File: config.mk
export PLATFORM = sky130hd
export DESIGN_NAME = scan_decoder
export DESIGN_NICKNAME = d
export VERILOG_FILES = /design/src/rtl/scan_decoder_pkg.sv /design/src/rtl/scan_prescaler.sv /design/src/rtl/scan_decoder.sv
export SDC_FILE = /design/constraint.sdc
export NUM_CORES = 1
export LEC_CHECK = 0
export CAP_MARGIN = 20
export CORE_ASPECT_RATIO = 1.75
export CORE_UTILIZATION = 57
export CTS_CLUSTER_SIZE = 14
export DETAILED_ROUTE_END_ITERATION = 10
export GPL_TIMING_DRIVEN = 0
export PLACE_DENSITY = 0.88
export SLEW_MARGIN = 5
export SYNTH_ARGS = -nofsm -noshare
export SYNTH_HDL_FRONTEND = slang
export SYNTH_SLANG_ARGS = --single-unit
File: constraint.sdc
create_clock -name clk -period 6.5 [get_ports clk]
set_input_delay 0.65 -clock clk [delete_from_list [all_inputs] [get_ports clk]]
set_output_delay 0.65 -clock clk [all_outputs]
set_load 0.02 [all_outputs]
File: src/rtl/scan_decoder_pkg.sv
// Shared FSM state encodings and mode constants for the scan decoder slice.
// Latency: none (declarations only).
// Backpressure: not applicable.
package scan_decoder_pkg;

    // FSM state encodings
    typedef enum logic [1:0] {
        ST_IDLE   = 2'd0,
        ST_DIRECT = 2'd1,
        ST_SCAN   = 2'd2
    } state_t;

    // Values of the mode input
    localparam logic MODE_DIRECT = 1'b0;
    localparam logic MODE_SCAN   = 1'b1;

endpackage

File: src/rtl/scan_prescaler.sv
// Prescaler for scan mode: counts up to div_tc and emits an advance pulse.
// Latency: adv is combinational from the current count; the count updates on the next edge.
// Backpressure: none; clr overrides run, and with neither asserted the count is held.
module scan_prescaler #(
    parameter int DIV_W = 16
) (
    input  logic             clk,
    input  logic             rst_n,
    input  logic             clr,
    input  logic             run,
    input  logic [DIV_W-1:0] div_tc,
    output logic             adv
);

    localparam logic [DIV_W-1:0] CNT_ONE = DIV_W'(1);

    logic [DIV_W-1:0] count;

    // Greater-or-equal compare means a div_tc lowered below the count wraps
    // on the next edge rather than running all the way round the counter.
    assign adv = run && (count >= div_tc);

    // Count register: clear has priority, otherwise count while running, else hold
    always_ff @(posedge clk or negedge rst_n) begin
        if (!rst_n) begin
            count <= '0;
        end else if (clr) begin
            count <= '0;
        end else if (run) begin
            count <= adv ? '0 : (count + CNT_ONE);
        end
    end

endmodule

File: src/rtl/scan_decoder.sv
// Registered 1-of-2^SEL_W decoder with DIRECT and prescaled SCAN modes; SCAN_BLANK_EN adds a blank cycle after each scan advance.
// Latency: 1 cycle from sampled inputs to d_out / sel_idx / tick.
// Backpressure: none; en=0 parks outputs inactive and freezes index and prescaler.
module scan_decoder
    import scan_decoder_pkg::*;
#(
    parameter int SEL_W      = 2,
    parameter int DIV_W      = 16,
    parameter bit ACTIVE_LOW = 1'b1
) (
    input  logic                  clk,
    input  logic                  rst_n,
    input  logic                  en,
    input  logic                  mode,
    input  logic [SEL_W-1:0]      d_in,
    input  logic [DIV_W-1:0]      div_tc,
    output logic [(1<<SEL_W)-1:0] d_out,
    output logic [SEL_W-1:0]      sel_idx,
    output logic                  tick
);

    localparam int               N       = 1 << SEL_W;
    localparam logic [N-1:0]     D_IDLE  = ACTIVE_LOW ? {N{1'b1}} : {N{1'b0}};
    localparam logic [SEL_W-1:0] SEL_ONE = SEL_W'(1);

    state_t           state_q;
    state_t           state_d;
    logic             pre_clr;
    logic             pre_run;
    logic             pre_adv;
    logic [SEL_W-1:0] sel_d;
    logic             tick_d;
    logic [N-1:0]     onehot;
    logic [N-1:0]     d_out_d;

    // Prescaler clears while in (or leaving) DIRECT; it only counts across
    // SCAN->SCAN edges so a resume from IDLE keeps the frozen count intact.
    assign pre_clr = (state_d == ST_DIRECT) ||
                     ((state_q == ST_DIRECT) && (state_d == ST_SCAN));
    assign pre_run = (state_q == ST_SCAN) && (state_d == ST_SCAN);

    scan_prescaler #(
        .DIV_W (DIV_W)
    ) u_prescaler (
        .clk    (clk),
        .rst_n  (rst_n),
        .clr    (pre_clr),
        .run    (pre_run),
        .div_tc (div_tc),
        .adv    (pre_adv)
    );

    // State register
    always_ff @(posedge clk or negedge rst_n) begin
        if (!rst_n) begin
            state_q <= ST_IDLE;
        end else begin
            state_q <= state_d;
        end
    end

    // Next state: en has priority over mode from every state
    always_comb begin
        state_d = ST_IDLE;
        if (en) begin
            state_d = (mode == MODE_SCAN) ? ST_SCAN : ST_DIRECT;
        end
    end

    // Next output values, decoded from the state being entered
    always_comb begin
        sel_d   = sel_idx;
        tick_d  = 1'b0;
        onehot  = '0;
        d_out_d = D_IDLE;
        case (state_d)
            ST_DIRECT: sel_d = d_in;
            ST_SCAN: begin
                if (pre_adv) begin
                    sel_d  = sel_idx + SEL_ONE;
                    tick_d = 1'b1;
                end
            end
            default: sel_d = sel_idx;
        endcase
        onehot[sel_d] = 1'b1;
        if (state_d != ST_IDLE) begin
            d_out_d = ACTIVE_LOW ? ~onehot : onehot;
        end
`ifdef SCAN_BLANK_EN
        // Anti-ghosting: hold every line inactive for the cycle after an advance
        if (pre_adv) begin
            d_out_d = D_IDLE;
        end
`endif
    end

    // Output registers
    always_ff @(posedge clk or negedge rst_n) begin
        if (!rst_n) begin
            sel_idx <= '0;
            tick    <= 1'b0;
            d_out   <= D_IDLE;
        end else begin
            sel_idx <= sel_d;
            tick    <= tick_d;
            d_out   <= d_out_d;
        end
    end

endmodule

==> reports/metrics.csv, run 1 <==
stage,metric,value,unit
outcome,outcome,"complete, but fails checks",
outcome,failing checks,design-rule violations,
detailed_routing,drt initial violations,67,
power_and_ir_drop,sequential power share,0.497,
flow_run,Max-Cap Viols,0,
critical_path,CP Launch Type,input pin,
floorplanning,Initial Util,0.591,
clock_network,# hold bufs at CTS,0,
power_and_ir_drop,Net Sw Frac,0.272,
placement,dpl hpwl,2.87,mm
critical_path,crit-path max FO,10,
grt,overall routing resource usage,0.244,
clock_network,later-pin clock latency in the skew report,0.27,ns
detailed_routing,vias per inst,5.89,
timing,Fin Setup TNS,0,ns
floorplanning,DIE WIDTH,43.4,µm
clock_network,Clock Sink Count,25,
finish,diodes inserted,0,
synthesis,"FFs w/ async S/R, synth",1.00,
floorplanning,Core Area,0.00290,mm²
synthesis,sequential-to-total area share from yosys stat,0.369,
timing,# setup viols final,0,
critical_path,Critical Path AT,2.97,ns
grt,global-route wire length before repair,5.96,mm
critical_path,"CP delay by family, top",buffers and inverters,
grt,grt ovf,0,
clock_network,setup bufs post-CTS,0,
synthesis,cell count after synthesis,187,
clock_network,CTS tree,done,
placement,Routability Congestion,0.817,
critical_path,critical path's largest stage delay,0.46,ns
timing,Relative slew margins,0.676,
timing,Max Fclk,355,MHz
synthesis,syn_nets,226,
clock_network,H-tree levels,1,
critical_path,CP cell instances,clkdlybuf4s50_1 > inv_1 > ha_1 > nand3_1 > or3_1 > o311ai_2 > nor2_2 > o21bai_4 > buf_4 > nor2_1,
synthesis,"Avg Cell Area, Syn",9.15,µm²
detailed_routing,Pre-antenna DRT Iters,7,
finish,Nets,260,
power_and_ir_drop,clock share of power,0.274,
power_and_ir_drop,Pwr per Cell Area,160,mW/mm²
worst_hold_path,class of the worst hold path,reg -> reg,
power_and_ir_drop,Net Sw Power,91.0,µW
synthesis,prevailing post-synth register cell,dfrtp_1,
synthesis,synth top area cells,"dfrtp_1 (31%), ha_1 (12%), dfstp_2 (6.1%)",
synthesis,Yosys top cell by area,dfrtp_1,
power_and_ir_drop,Max VDD drop,132,µV
finish,Layout area overhead,22.0,%
synthesis,Post-synth EDFFs,0,
grt,vias in the first global route,1464,
detailed_routing,DR WL/cell,14.5,µm
finish,layout cells sized above 1,0.109,
floorplanning,Die Y,74.5,µm
power_and_ir_drop,Gate power share,0.229,
synthesis,Synth Register Bits,25,
power_and_ir_drop,static leakage,1.03,nW
power_and_ir_drop,Power Total,334,µW
detailed_routing,WL final,3.60,mm
grt,initial antenna violation count,0,
clock_network,cts bufs inserted,3,
critical_path,CP endpoint kind,flip-flop,
detailed_routing,Detail Route Antenna Nets,0,
critical_path,critical path buffer and inverter count,3,
floorplanning,FP Rows,26,
timing,final hold viol count,0,
floorplanning,IO Pins,29,
clock_network,CTS root buf,clkbuf_8,
synthesis,count of cell types in the netlist,47,
timing,worst clock skew,0.0110,ns
placement,IO Port Bufs,28,
timing,Worst-Margin Slew,0.481,ns
synthesis,yosys warns,0,
timing,Tmin final,2.82,ns
synthesis,area of the mapped netlist,0.00171,mm²
timing,unrepaired setup endpoints after global routing,false,
grt,largest net degree at the start of global routing,26,
timing,max-slew violation count,0,
clock_network,Clock Path Buffers,2,
detailed_routing,via count,1461,
clock_network,CTS resizes,0,
power_and_ir_drop,Internal Power,243,µW
timing,period utilisation layout,0.434,
detailed_routing,DR DRC count,4,
synthesis,post-synth top area share,0.307,
floorplanning,Die ar.,0.00323,mm²
critical_path,crit path kind,in -> reg,
clock_network,clk slew on worst S/H paths,0.09,ns
critical_path,Critical Path RT,6.65,ns
critical_path,slowest CP cell,clkdlybuf4s50_1,
-- power by group through the flow --
stage,Combinational [mW],Clock (mW),Sequential [mW]
finish,0.0766,0.0915,0.166
global route,0.0837,0.0972,0.167
CTS,0.0754,0.0926,0.166
detailed placement,0.0751,0,0.169
global placement,0.0728,0,0.169
floorplan,0.0356,0,0.175
-- tightest hold or removal path, delay by kind of cell, from the launching register on --
family        cells  cell delay, ns
flops             1            0.38
xor+xnor          1            0.07
simple gates      1            0.08
-- per-layer routing --
metal	GRT usage	up-vias	share of wire
met4	0.128	0	0.034
met2	0.463	44	0.56
met3	0.0194	15	0.029
met5	0	-	0
met1	0.261	689	0.37
li1	-	713	-
-- logic make-up after synthesis --
group,synth area share
DFF,0.369
buffers and inverters,0.0688
AOI/OAI and AO/OA,0.141
xor gates and xnor gates,0.0768
muxes,0.0117
and+or+nand+nor,0.209
adders and majority gates,0.124
-- final timing paths --
check                                                  start                                end  slack (ns)  cells after the start
setup / recovery                                   div_tc[7]   u_prescaler.count[5]$_DFFE_PN0P_        3.68                     10
hold / removal             u_prescaler.count[15]$_DFFE_PN0P_  u_prescaler.count[15]$_DFFE_PN0P_        0.56                      2
setup reg to reg            u_prescaler.count[0]$_DFFE_PN0P_                 d_out[0]$_DFF_PN1_        4.04                      8
hold reg to reg            u_prescaler.count[15]$_DFFE_PN0P_  u_prescaler.count[15]$_DFFE_PN0P_        0.56                      2
max in group asynchronous                              rst_n                 d_out[0]$_DFF_PN1_        5.40                      2
min in group asynchronous                              rst_n   u_prescaler.count[0]$_DFFE_PN0P_        0.61                      1
-- cells in the mapped netlist, types with 2 or more instances --
library cell and instances:
inv_1 23, nor2_1 22, dfrtp_1 21, ha_1 17, nand2_1 16, xor2_1 12, nand3_1 9, a21oi_1 8
nand4_1 6, dfstp_2 4, and4_1 3, o21ai_0 3, xnor2_1 3, a31oi_1 2, and3_1 2, mux2i_1 2
nand2b_1 2, nor3_1 2, or3_1 2
-- cell usage in the layout, fill, tap and decap left out, types with 3 or more instances in the layout --
cell / count
dfrtp_1: 21
clkbuf_8: 3
ha_1: 17
nand3_1: 9
and4_1: 3
nand2_1: 16
nor2_1: 22
xnor2_1: 3
a21oi_1: 8
xor2_1: 12
nand4_1: 6
clkdlybuf4s50_1: 28
inv_1: 23
o21ai_0: 3
dfstp_2: 4
-- registers in the layout, summed over array words and instances, names as in the netlist --
signal	cells
u_prescaler.count	16
d_out	4
sel_idx	2
state_q	2
tick	1
-- per-stage QoR --
| stage | utilization | instance area, µm² | std cells | setup slack [ns] | hold WS, ns |
|---|---|---|---|---|---|
| finish | 0.721 | 2090 | 248 | 3.68 | 0.564 |
| global route | 0.721 | 2090 | 248 | 3.50 | 0.577 |
| CTS | 0.716 | 2070 | 247 | 3.66 | 0.565 |
| detailed placement | 0.700 | 2030 | 243 | 3.38 | 0.545 |
| global placement | 0.700 | 2030 | 243 | 3.40 | 0.529 |
| floorplan | - | 1710 | 187 | 4.13 | 0.354 |
-- area by class of cell --
class | instances | area (µm²)
Buffer | 4 | 31.3
Clock buffer | 3 | 41.3
Clock inverter | 1 | 5.00
Fill cell | 223 | 808
Inverter | 23 | 86.3
Multi-Input combinational cell | 135 | 962
Sequential cell | 25 | 631
Tap cell | 28 | 35.0
Timing Repair Buffer | 29 | 295
Power figures use the tool's default switching activity.
==> run 2: changes to the inputs <==
CORE_UTILIZATION = 53   (was 57)
PLACE_DENSITY = 0.83   (was 0.88)
clock period = 2.83 ns   (was 6.5 ns; I/O delays follow)
==> run 2 against run 1 <==
Effect of this change: global-route usage shrank 0.88 points; setup slack lost 3.4 ns; cell count grew 5.6%; critical path depth shrank 1; highest routed layer unchanged; the run now ends clean; non-clock buffer count is the same; core utilization shrank 1.3 points; sequential share of layout area shrank 0.43 points.
==> reports/metrics.csv, run 2 (synthesis gave the netlist of run 1 again) <==
stage,metric,value,unit,change
timing,Relative slew margins,0.663,,-0.0129
finish,Largest register FFs,16,,unchanged
flow_run,Max-Cap Viols,0,,unchanged
floorplanning,DIE WIDTH,44.9,µm,+3.5%
clock_network,cts bufs inserted,3,,unchanged
critical_path,CP Launch Type,input pin,,
clock_network,setup bufs post-CTS,0,,unchanged
finish,Filler Cells Inserted,227,,+1.8%
finish,"most common cell after layout, fill and taps aside",clkdlybuf4s50_1,,
detailed_routing,Pre-antenna DRT Iters,4,,-3
placement,dpl ws,0.0513,ns,-3.33 ns
detailed_routing,Detail Route Antenna Nets,0,,unchanged
timing,worst hold margin,0.310,ns,-0.254 ns
critical_path,Critical Path RT,3.01,ns,-3.64 ns
timing,final setup margin,0.328,ns,-3.35 ns
floorplanning,Die ar.,0.00347,mm²,+7.3%
grt,largest net degree at the start of global routing,26,,unchanged
timing,unrepaired setup endpoints after global routing,false,,
detailed_routing,via count,1459,,-0.14%
detailed_routing,WL final,3.64,mm,+1.1%
critical_path,CP endpoint kind,flip-flop,,
detailed_routing,vias per inst,5.57,,-5.5%
grt,initial antenna violation count,0,,unchanged
detailed_routing,DR DRC count,0,,-4
clock_network,# hold bufs at CTS,0,,unchanged
placement,dpl hpwl,2.90,mm,+1.0%
finish,Nets,260,,unchanged
grt,global-route wire length before repair,6.27,mm,+5.2%
power_and_ir_drop,static leakage,1.03,nW,+0.51%
grt,vias in the first global route,1548,,+5.7%
finish,sequential cell area,631,µm²,unchanged
power_and_ir_drop,Pwr per Cell Area,360,mW/mm²,+120%
placement,Routability Congestion,0.906,,+11%
grt,grt ovf,0,,unchanged
floorplanning,IO Pins,29,,unchanged
critical_path,crit-path max FO,4,,-6
placement,# placed instances,257,,+5.8%
finish,layout cells sized above 1,0.109,,unchanged
finish,Final Instance Count excl. Fillers,262,,+5.6%
finish,Layout area overhead,23.8,%,
finish,biggest regs,"u_prescaler.count x16, d_out x4",,
finish,diodes inserted,0,,unchanged
floorplanning,Core Area,0.00299,mm²,+3.4%
timing,final hold viol count,0,,unchanged
critical_path,crit path kind,in -> reg,,
worst_hold_path,class of the worst hold path,in -> async,,
timing,# setup viols final,0,,unchanged
timing,worst clock skew,0.00424,ns,-0.00671 ns
power_and_ir_drop,Max VDD drop,370,µV,+180%
detailed_routing,DR WL/cell,13.9,µm,-4.3%
clock_network,CTS resizes,0,,unchanged
clock_network,H-tree levels,1,,unchanged
timing,Max Fclk,400,MHz,
finish,area of the multi-input gates,962,µm²,unchanged
outcome,outcome,"finished, final reports clean",,
placement,IO Port Bufs,28,,unchanged
finish,Finished Cell Area,0.00212,mm²,+1.4%
finish,Reg with most FFs,u_prescaler.count,,
power_and_ir_drop,Power Total,762,µW,+130%
grt,overall routing resource usage,0.236,,-0.00879
timing,Tmin final,2.50,ns,
timing,Fin Setup TNS,0,ns,unchanged
timing,period utilisation layout,0.884,,
clock_network,CTS tree,done,,
timing,Worst-Margin Slew,0.501,ns,+0.0192 ns
floorplanning,FP Rows,26,,unchanged
placement,Area after DPL,0.00204,mm²,+0.86%
clock_network,CTS root buf,clkbuf_8,,
floorplanning,Initial Util,0.571,,-0.0193
finish,"commonest cells after routing, fill and taps aside","clkdlybuf4s50_1 (28), inv_1 (23), nor2_1 (22), dfrtp_1 (21), ha_1 (17)",,
clock_network,Clock Path Buffers,2,,unchanged
finish,Layout Utilization,0.707,,-0.0135
floorplanning,Die Y,77.2,µm,+3.6%
clock_network,Clock Sink Count,25,,unchanged
clock_network,clk slew on worst S/H paths,0.08,ns,about the same
timing,max-slew violation count,0,,unchanged
critical_path,Critical Path AT,2.68,ns,-0.29 ns
detailed_routing,drt initial violations,37,,-45%
clock_network,later-pin clock latency in the skew report,0.27,ns,about the same
run 2: cell counts in the layout (fill, tap and decap cells not counted):
No cell type changed its count.
run 2: worst max-delay path, cell delays in order:
cell	delay (ns)
clkdlybuf4s50_1	0.46
inv_1	0.04
ha_1	0.33
nand3_1	0.08
or3_1	0.40
o311ai_2	0.33
o21ai_0	0.26
nor4_1	0.33
o21ai_0	0.17
run 2: path summary, 6_finish.rpt:
check	from	depth (start not counted)	slack [ns]	endpoint
hold reg to reg	u_prescaler.count[15]$_DFFE_PN0P_	2	0.57	u_prescaler.count[15]$_DFFE_PN0P_
hold / removal	rst_n	1	0.31	sel_idx[0]$_DFF_PN0_
min in group clk	u_prescaler.count[15]$_DFFE_PN0P_	2	0.57	u_prescaler.count[15]$_DFFE_PN0P_
setup reg to reg	u_prescaler.count[0]$_DFFE_PN0P_	8	0.33	d_out[0]$_DFF_PN1_
max in group asynchronous	rst_n	2	2.01	d_out[1]$_DFF_PN1_
setup / recovery	div_tc[7]	9	0.33	d_out[3]$_DFF_PN1_
run 2: final cells by class:
class	instances	area share
sequential	25	0.298
timing repair buffer	29	0.145
inverter	23	0.0408
buffer	4	0.0148
clock buffer	3	0.0195
clock inverter	1	0.00236
multi-input combinational	135	0.454
tap	42	0.0248
run 2: layer usage:
layer	part of all wire	track usage	vias up
li1	-	-	716
met4	0.039	0.115	0
met2	0.55	0.425	47
met5	0	0	-
met1	0.38	0.256	679
met3	0.030	0.0212	17
run 2: power breakdown:
part	internal [mW]	total [mW]	switching [mW]
clock network	0.0983	0.205	0.106
registers	0.374	0.382	0.00800
logic	0.0888	0.176	0.0872
total	0.561	0.762	0.201
==> run 3: changes to the inputs <==
CTS_CLUSTER_SIZE = default   (was 14)
REMOVE_ABC_BUFFERS = 1   (was default)
SLEW_MARGIN = 30   (was 5)
==> run 3 against run 2 <==
Effect of this change: cell count fell by 1.9%; core utilization fell by 2.2 points; setup slack got worse by 0.082 ns; power fell by 1.9%; sequential share of layout area rose by 0.94 points; clock-buffer cell count rose by 1; hold slack got worse by 0.31 ns; register-to-register slack got worse by 0.08 ns; critical path depth fell by 1; routed wire length rose by 0.55%; clock power barely moved; first-iteration DRC count rose by 8.1%; critical path type is now reg -> reg.
==> reports/metrics.csv, run 3 (synthesis gave the netlist of run 1 again) <==
stage,metric,value,unit,change
timing,Tmin final,2.58,ns,+0.0816 ns
power_and_ir_drop,Max VDD drop,484,µV,+31%
clock_network,CTS resizes,0,,unchanged
critical_path,CP endpoint kind,flip-flop,,
finish,Largest register FFs,16,,unchanged
timing,worst hold margin,0.00111,ns,-0.309 ns
finish,Filler Cells Inserted,237,,+4.4%
floorplanning,Initial Util,0.571,,unchanged
clock_network,Clock Path Buffers,2,,unchanged
critical_path,critical path's largest stage delay,0.50,ns,+0.04 ns
finish,Reg with most FFs,u_prescaler.count,,
finish,Layout area overhead,20.0,%,
critical_path,slowest CP cell,o21ai_0,,
floorplanning,Die ar.,0.00347,mm²,unchanged
timing,Fin Setup TNS,0,ns,unchanged
floorplanning,Core Area,0.00299,mm²,unchanged
finish,"commonest cells after routing, fill and taps aside","clkdlybuf4s50_1 (27), inv_1 (23), nor2_1 (22), dfrtp_1 (21), ha_1 (17)",,
finish,layout cells sized above 1,0.0884,,-0.0207
detailed_routing,routed wl met2,2.01,mm,+0.25%
finish,biggest regs,"u_prescaler.count x16, d_out x4",,
detailed_routing,via count,1474,,+1.0%
detailed_routing,DR WL/cell,14.2,µm,+2.5%
power_and_ir_drop,static leakage,0.997,nW,-3.5%
critical_path,FF-to-FF End,d_out[0]$_DFF_PN1_,,
finish,Final Instance Count excl. Fillers,257,,-1.9%
placement,dpl ws,-0.00666,ns,-0.0580 ns
placement,# placed instances,253,,-1.6%
grt,grt ovf,0,,unchanged
grt,vias in the first global route,1475,,-4.7%
power_and_ir_drop,Pwr per Cell Area,364,mW/mm²,+1.3%
timing,Relative slew margins,0.620,,-0.0428
critical_path,"reg-to-reg slack, setup",0.25,ns,-0.08 ns
detailed_routing,Pre-antenna DRT Iters,4,,unchanged
clock_network,cts bufs inserted,3,,unchanged
detailed_routing,DR DRC count,0,,unchanged
timing,final hold viol count,0,,unchanged
placement,IO Port Bufs,28,,unchanged
grt,largest net degree at the start of global routing,26,,unchanged
clock_network,clk slew on worst S/H paths,0.08,ns,about the same
clock_network,Clock Sink Count,25,,unchanged
floorplanning,DIE WIDTH,44.9,µm,unchanged
finish,Finished Cell Area,0.00205,mm²,-3.1%
critical_path,Critical Path RT,3.01,ns,about the same
placement,Area after DPL,0.00201,mm²,-1.8%
clock_network,H-tree levels,1,,unchanged
finish,"most common cell after layout, fill and taps aside",clkdlybuf4s50_1,,
critical_path,Reg2Reg Launch Point,u_prescaler.count[0]$_DFFE_PN0P_,,
detailed_routing,Top Layer Used,met4,,
detailed_routing,vias per inst,5.74,,+3.0%
critical_path,crit-path max FO,5,,+1
timing,Max Fclk,387,MHz,-3.2%
clock_network,CTS root buf,clkbuf_8,,
detailed_routing,M1 wire length,1.38,mm,-0.43%
detailed_routing,drt initial violations,40,,+8.1%
detailed_routing,WL final,3.66,mm,+0.55%
critical_path,Critical Path AT,2.76,ns,+0.08 ns
detailed_routing,Detail Route Antenna Nets,0,,unchanged
detailed_routing,metal3 WL,129,µm,+17%
timing,final setup margin,0.246,ns,-0.0816 ns
power_and_ir_drop,Power Total,748,µW,-1.9%
worst_hold_path,class of the worst hold path,in -> async,,
critical_path,CP Launch Type,flip-flop,,
timing,Worst-Margin Slew,0.564,ns,+0.0635 ns
clock_network,later-pin clock latency in the skew report,0.26,ns,about the same
placement,dpl hpwl,2.94,mm,+1.2%
floorplanning,FP Rows,26,,unchanged
finish,Nets,255,,-1.9%
clock_network,setup bufs post-CTS,0,,unchanged
critical_path,crit path kind,reg -> reg,,
grt,global-route wire length before repair,6.10,mm,-2.8%
clock_network,# hold bufs at CTS,0,,unchanged
grt,initial antenna violation count,0,,unchanged
floorplanning,Die Y,77.2,µm,unchanged
timing,unrepaired setup endpoints after global routing,false,,
timing,max-slew violation count,0,,unchanged
finish,diodes inserted,0,,unchanged
outcome,outcome,"finished, final reports clean",,
finish,Layout Utilization,0.686,,-0.0217
grt,overall routing resource usage,0.231,,-0.00473
timing,# setup viols final,0,,unchanged
placement,Routability Congestion,0.855,,-5.6%
critical_path,r2r worst-path depth,8,,unchanged
flow_run,Max-Cap Viols,0,,unchanged
clock_network,CTS tree,done,,
critical_path,CP cell instances,inv_1 > ha_1 > nand2b_1 > a2111oi_2 > o311ai_2 > o21ai_0 > nor3_1 > a311oi_1,,
timing,period utilisation layout,0.913,,+0.0288
timing,worst clock skew,0.00427,ns,+0.0000239 ns
floorplanning,IO Pins,29,,unchanged
==> run 3: how the worst max path moves through the flow <==
stage | start | endpoint | slack (ns) | depth (start not counted)
finish | u_prescaler.count[0]$_DFFE_PN0P_ | d_out[0]$_DFF_PN1_ | 0.25 | 8
global route | u_prescaler.count[0]$_DFFE_PN0P_ | d_out[0]$_DFF_PN1_ | 0.06 | 8
CTS | div_tc[7] | d_out[3]$_DFF_PN1_ | 0.26 | 9
detailed placement | div_tc[7] | d_out[3]$_DFF_PN1_ | -0.007 | 9
global placement | div_tc[7] | d_out[3]$_DFF_PN1_ | 0.01 | 9
floorplan | u_prescaler.count[0]$_DFFE_PN0P_ | d_out[0]$_DFF_PN1_ | 0.71 | 8
==> run 3: cell type report <==
| class | count | area, µm² | area share |
|---|---|---|---|
| clock buffers | 4 | 45.0 | 0.0220 |
| inverters | 23 | 86.3 | 0.0421 |
| multi-input cells | 135 | 962 | 0.469 |
| flip-flops and latches | 25 | 631 | 0.307 |
| well taps | 42 | 52.6 | 0.0256 |
| repair buffers | 28 | 275 | 0.134 |
==> run 3: power breakdown <==
part,internal (mW),switching (mW),leakage (nW)
clock network,0.101,0.102,0.0228
registers,0.374,0.0139,0.327
logic,0.0777,0.0802,0.648
==> run 3: critical path: cells and delay by family, from the launching register on <==
family / cells / cell delay [ns]
fa+ha+maj: 1 / 0.26
flops: 1 / 0.41
buf+inv: 1 / 0.09
compound gates: 4 / 1.40
simple gates: 2 / 0.33
==> run 3: layer usage <==
metal,vias to the layer above,global-route usage
li1,703,-
met1,705,0.254
met2,51,0.412
met3,15,0.0188
met4,0,0.118
met5,-,0
